==> config.mk <==
export PLATFORM = sky130hd
export DESIGN_NAME = ros2_app_data_writer
export DESIGN_NICKNAME = d
export VERILOG_FILES = /design/src/rtl/ros2_ether_pkg.sv /design/src/rtl/ros2_app_data_shadow.sv /design/src/rtl/ros2_app_data_writer.sv
export SDC_FILE = /design/constraint.sdc
export NUM_CORES = 2
export LEC_CHECK = 0
export CORE_MARGIN = 3
export CORE_UTILIZATION = 48
export CTS_CLUSTER_DIAMETER = 80
export DETAILED_ROUTE_END_ITERATION = 16
export GPL_TIMING_DRIVEN = 0
export PLACE_DENSITY = 0.77
export SLEW_MARGIN = 20
export SYNTH_ARGS = -nofsm -noshare
export SYNTH_HDL_FRONTEND = slang
export SYNTH_SLANG_ARGS = --single-unit
==> constraint.sdc <==
create_clock -name clk_int -period 2 [get_ports clk_int]
set_input_delay 0.5 -clock clk_int [delete_from_list [all_inputs] [get_ports clk_int]]
set_output_delay 0.5 -clock clk_int [all_outputs]
set_load 0.01 [all_outputs]
==> src/rtl/ros2_ether_pkg.sv <==
// Shared definitions for the ROS2 application-data path: writer FSM state
// encodings, default buffer size and the app-data arbiter grant encodings.
// Optional feature macro used by the writer: APP_DATA_NUL_TERM_EN.
package ros2_ether_pkg;

  // Default shadow/app-data buffer capacity in bytes.
  localparam int APP_DATA_BYTES_DEF = 64;

  // Writer FSM state encodings.
  localparam logic [1:0] ST_LOAD = 2'd0;
  localparam logic [1:0] ST_REQ  = 2'd1;
  localparam logic [1:0] ST_REL  = 2'd2;

  // Arbiter grant encodings shared with the ros2_ether app-data arbiter.
  localparam logic [1:0] GNT_NONE = 2'd0;
  localparam logic [1:0] GNT_IP   = 2'd1;
  localparam logic [1:0] GNT_CPU  = 2'd2;

  // Payload capacity: one byte is reserved for the NUL terminator when enabled.
  function automatic int app_data_capacity(input int data_bytes, input bit nul_term);
    return nul_term ? data_bytes - 1 : data_bytes;
  endfunction

endpackage

==> src/rtl/ros2_app_data_shadow.sv <==
// Byte-addressed shadow register file for frame assembly: one byte write port,
// a whole-buffer clear and a full parallel read of every byte.
import ros2_ether_pkg::*;

module ros2_app_data_shadow #(
  parameter int DATA_BYTES = APP_DATA_BYTES_DEF,
  parameter int ADDR_W     = $clog2(DATA_BYTES)
) (
  input  logic                      clk_int,
  input  logic                      rst_int,
  input  logic                      wr_en,
  input  logic [ADDR_W-1:0]         wr_addr,
  input  logic [7:0]                wr_data,
  input  logic                      clr,
  output logic [8*DATA_BYTES-1:0]   rd_data
);

  for (genvar gi = 0; gi < DATA_BYTES; gi++) begin : g_byte
    logic [7:0] byte_reg;

    // Each byte clears on reset or frame release, otherwise takes its addressed write.
    always_ff @(posedge clk_int) begin
      if (rst_int || clr) begin
        byte_reg <= 8'h00;
      end else if (wr_en && (wr_addr == ADDR_W'(gi))) begin
        byte_reg <= wr_data;
      end
    end

    assign rd_data[8*gi +: 8] = byte_reg;
  end

endmodule

==> src/rtl/ros2_app_data_writer.sv <==
// CPU-side writer for the shared ROS2 app-data buffer. Bytes are assembled in
// a shadow buffer, then the CPU side of the app-data arbiter is requested and
// the frame is committed atomically to app_data/app_data_len on grant.
// Optional feature macro: APP_DATA_NUL_TERM_EN (reserve a byte for a NUL
// terminator and report a NUL-inclusive length).
import ros2_ether_pkg::*;

module ros2_app_data_writer #(
  parameter int DATA_BYTES = APP_DATA_BYTES_DEF,
  parameter int LEN_WIDTH  = 8
) (
  input  logic                     clk_int,
  input  logic                     rst_int,
  input  logic [7:0]               s_tdata,
  input  logic                     s_tvalid,
  output logic                     s_tready,
  input  logic                     s_tlast,
  output logic [8*DATA_BYTES-1:0]  app_data,
  output logic [LEN_WIDTH-1:0]     app_data_len,
  output logic                     cpu_req,
  input  logic                     cpu_grant,
  output logic                     cpu_rel,
  output logic                     busy,
  output logic                     err_overflow,
  output logic [15:0]              commit_cnt
);

  localparam int ADDR_W = $clog2(DATA_BYTES);

`ifdef APP_DATA_NUL_TERM_EN
  // The shadow is cleared after each frame, so the byte at wr_ptr is already
  // 0x00 at commit; only the reported length needs to include it.
  localparam int                   CAPACITY = app_data_capacity(DATA_BYTES, 1'b1);
  localparam logic [LEN_WIDTH-1:0] NUL_LEN  = LEN_WIDTH'(1);
`else
  localparam int                   CAPACITY = app_data_capacity(DATA_BYTES, 1'b0);
  localparam logic [LEN_WIDTH-1:0] NUL_LEN  = LEN_WIDTH'(0);
`endif

  localparam logic [LEN_WIDTH-1:0] CAP_LEN = LEN_WIDTH'(CAPACITY);

  logic [1:0]               state_reg;
  logic [LEN_WIDTH-1:0]     wr_ptr_reg;
  logic                     ovf_reg;
  logic [8*DATA_BYTES-1:0]  app_data_reg;
  logic [LEN_WIDTH-1:0]     app_data_len_reg;
  logic [15:0]              commit_cnt_reg;
  logic [8*DATA_BYTES-1:0]  shadow_data;

  logic accept;
  logic room;
  logic commit;

  assign s_tready = (state_reg == ST_LOAD) && !rst_int;
  assign accept   = s_tvalid && s_tready;
  assign room     = (wr_ptr_reg < CAP_LEN);
  assign commit   = (state_reg == ST_REQ) && cpu_grant && !rst_int;

  ros2_app_data_shadow #(
    .DATA_BYTES (DATA_BYTES),
    .ADDR_W     (ADDR_W)
  ) u_shadow (
    .clk_int (clk_int),
    .rst_int (rst_int),
    .wr_en   (accept && room),
    .wr_addr (wr_ptr_reg[ADDR_W-1:0]),
    .wr_data (s_tdata),
    .clr     (state_reg == ST_REL),
    .rd_data (shadow_data)
  );

  // Frame assembly and arbiter handshake: LOAD bytes, REQ until granted, REL for one cycle.
  always_ff @(posedge clk_int) begin
    if (rst_int) begin
      state_reg  <= ST_LOAD;
      wr_ptr_reg <= '0;
      ovf_reg    <= 1'b0;
    end else begin
      case (state_reg)
        ST_LOAD: begin
          if (accept) begin
            // Bytes past capacity are still accepted so the source never stalls.
            if (room) begin
              wr_ptr_reg <= wr_ptr_reg + LEN_WIDTH'(1);
            end else begin
              ovf_reg <= 1'b1;
            end
            if (s_tlast) begin
              state_reg <= ST_REQ;
            end
          end
        end
        ST_REQ: begin
          if (cpu_grant) begin
            state_reg <= ST_REL;
          end
        end
        ST_REL: begin
          wr_ptr_reg <= '0;
          ovf_reg    <= 1'b0;
          state_reg  <= ST_LOAD;
        end
        default: begin
          state_reg <= ST_LOAD;
        end
      endcase
    end
  end

  // Committed registers only move on the granted REQ cycle, so the core never sees a torn frame.
  always_ff @(posedge clk_int) begin
    if (rst_int) begin
      app_data_reg     <= '0;
      app_data_len_reg <= '0;
      commit_cnt_reg   <= 16'h0000;
    end else if (commit) begin
      app_data_reg     <= shadow_data;
      app_data_len_reg <= wr_ptr_reg + NUL_LEN;
      commit_cnt_reg   <= commit_cnt_reg + 16'h0001;
    end
  end

  assign app_data     = app_data_reg;
  assign app_data_len = app_data_len_reg;
  assign commit_cnt   = commit_cnt_reg;
  assign cpu_req      = (state_reg == ST_REQ);
  assign cpu_rel      = (state_reg == ST_REL);
  assign busy         = (state_reg != ST_LOAD);
  assign err_overflow = commit && ovf_reg;

endmodule

==> impl_results.md <==
- WP buf/inv: 4
- Clock Sinks: 1,059
- I/O Pins: 554
- RSZ-0062 raised after global routing: yes
- Post-detail-place hpwl: 90,700 µm
- Power density cells: 899 nW/µm²
- Hold Fails Final Rpt: 0
- Die height: 280 µm
- Final slew viol count: 0
- PortBufs: 552
- Critical Path Max Stage Delay: 0.33 ns
- CTS tree: built
- Num rows: 100
- Worst EP required: 1.50 ns
- Non-Filler Instances: 6,000
- CTS Root Cell: clkbuf_16
- # nets final: 4,964
- Post-Synthesis Cells: 4,220
- Leak Pwr: 19.8 nW
- Worst-Margin Slew: 1.08 ns
- Pre-Repair DR Iteration Count: 6
- Avg Synthesized Cell Area: 8.57 µm²
- Share of synthesized flip-flops with an asynchronous set or reset: 0%
- Final core utilization: 64.0%
- Setup Skew: 0.0250 ns
- Layout overhead on the synthesized area: 31.9%
- ANT nets after route: 0
- Syn. warnings: 0
- Setup crit start: state_reg[0]
- Peak supply drop: 0.614 mV
- Via density: 5.58
- Global-route wire length before repair: 188,000 µm
- Clk buf depth: 3
- Gr ovfl total: 0
- Final WS setup: -0.301 ns
- Htree depth: 3
- Ys flop type: dfxtp_1
- Top delay family on crit path: buffers and inverters
- CTS Buf Count: 103
- Fmax: 0.435 GHz
- Dpl cells: 5,741
- Worst hold path startpoint: rst_int
- CTS clk-pin slew, worst paths: 0.06 ns
- Endpoint type of the worst setup path: output port
- Crit path DAT: 1.80 ns
- Commonest non-fill, non-tap cell in the layout: nand2_1
- Routed len/inst: 21.5 µm
- Final period util: 115%
- Failing checks: negative setup slack
- Largest net degree at the start of global routing: 15
- CP Launch Type: register
- Final GP Congestion: 0.867
- Status: complete, but fails checks
- Critical path's slowest cell: dfxtp_2
- Max FO, Critical Path: 6
- Overall Global Routing Usage: 31.3%
- Netlist cell types: 51
- DR DRC count: 0
- Number of synthesized register bits: 1,059
- Clock Latency Late Sink: 0.66 ns
- Net Count, Synth: 4,238
- Max cap viols: 0
- Die W: 280 µm
- Worst r2r src: state_reg[0]
- Initial antenna violation count: 5
- Min Tclk post-route: 2.30 ns
- Seq/Total Area, Yosys: 58.6%
- Vias in the first global route: 31,300
- Hold_buf cts: 0
- Synthesized area: 36,200 µm²
- Vias: 33,500
- Total routed wirelength: 129,000 µm
- Setup violators final: 5
- Post-Route Setup TNS: -0.790 ns
- Most used cell, CP: buf_6
- DR iter-0 viols: 3,112
- Relative slew slack: 27.9%
- Critical-path cell list: buf_6 -> nor3_4 -> buf_6 -> buf_12 -> buf_8
- Setup CP Type: register to output port
- Die ar.: 78,700 µm²
- Starting Density: 48.5%
- EDFF count, synth: 0
- Commonest non-fill, non-tap cells in the layout: nand2_1 (1,051), dfxtp_1 (1,034), dlygate4sd2_1 (537), a21oi_1 (529), nand3_1 (425)
- Hold WS: 0.384 ns
- Area of the core: 74,600 µm²
- HP Class: primary input to register
- Layout cells sized above 1: 12.4%
## kinds of logic after synthesis
kind of cell | share of synthesized area [%]
AND/OR/NAND/NOR | 20.7
XOR/XNOR | 0.218
multiplexers | 2.68
AO/OA/AOI/OAI | 13.4
buffers and inverters | 4.19
adder cells (fa/ha/maj) | 0.173
flip-flops | 58.6
## where the power goes
group	total, mW	internal (mW)	switching (mW)
Clock	19.9	11.5	8.39
Combinational	1.85	0.454	1.39
Sequential	21.1	21.1	0.0254
## synthesized netlist by cell type, drive strengths merged, types with 2 or more instances
library cell	instances	area share, %
nand2	1061	11
xnor2	4	0.097
buf	78	1.1
nor3	3	0.073
nor2	113	1.2
or3	4	0.076
and2	4	0.069
a21oi	530	7.3
nor3b	5	0.15
nor4b	2	0.090
o21ai	423	5.9
nand4	35	0.98
nand3	458	6.3
inv	6	0.062
nor2b	6	0.10
or2	3	0.052
a31oi	2	0.035
o31ai	4	0.083
clkbuf	284	3.0
and3	6	0.11
or4	3	0.069
xor2	5	0.12
ha	5	0.17
dfxtp	1059	59
o22ai	2	0.035
mux2i	97	2.7
and4	2	0.052
and3b	9	0.22
## stage by stage
step	power [mW]	setup slack [ns]	instance area, µm²
floorplan	22.4	0.0651	36200
global placement	23.1	-1.49	42900
detailed placement	23.1	-1.38	42900
CTS	42.7	-0.308	47000
global route	43.9	-0.359	47700
finish	42.9	-0.301	47700
## layer usage
metal,wire length (µm),share of wire [%],GRT usage [%]
met1,51800,40,39.4
met2,60800,47,52.5
met3,10100,7.8,5.82
met4,5970,4.6,13.8
met5,41,0.032,0
## tightest hold or removal path: cells and delay by family
family        cells  cell delay (ns)
simple gates      2             0.24
buf+inv           1             0.25
## layout make-up
| class | instances | area [µm²] |
|---|---|---|
| Fill cell | 6351 | 26900 |
| Sequential cell | 1059 | 21200 |
| Multi-Input combinational cell | 2793 | 14100 |
| Timing Repair Buffer | 628 | 5500 |
| Clock buffer | 152 | 2970 |
| Buffer | 355 | 2190 |
| Tap cell | 969 | 1210 |
| Clock inverter | 37 | 500 |
| Inverter | 6 | 22.5 |
| Antenna cell | 1 | 2.50 |
## worst paths after layout
path	end	slack, ns	cells after the start
hold / removal	state_reg[0]	0.38	3
hold reg to reg	app_data[210]	0.43	2
setup reg to reg	u_shadow.g_byte[60].byte_reg[6]	0.05	8
setup / recovery	s_tready	-0.30	5
## timing repair
item | 4_1_cts | 5_1_grt
setup endpoints to repair | 1557 | 927
gates resized for setup | 886 | 359
pin swaps | 22 | 8
setup buffers | 59 | 14
cloned | 0 | 3
(Power assumes the default switching activity.)
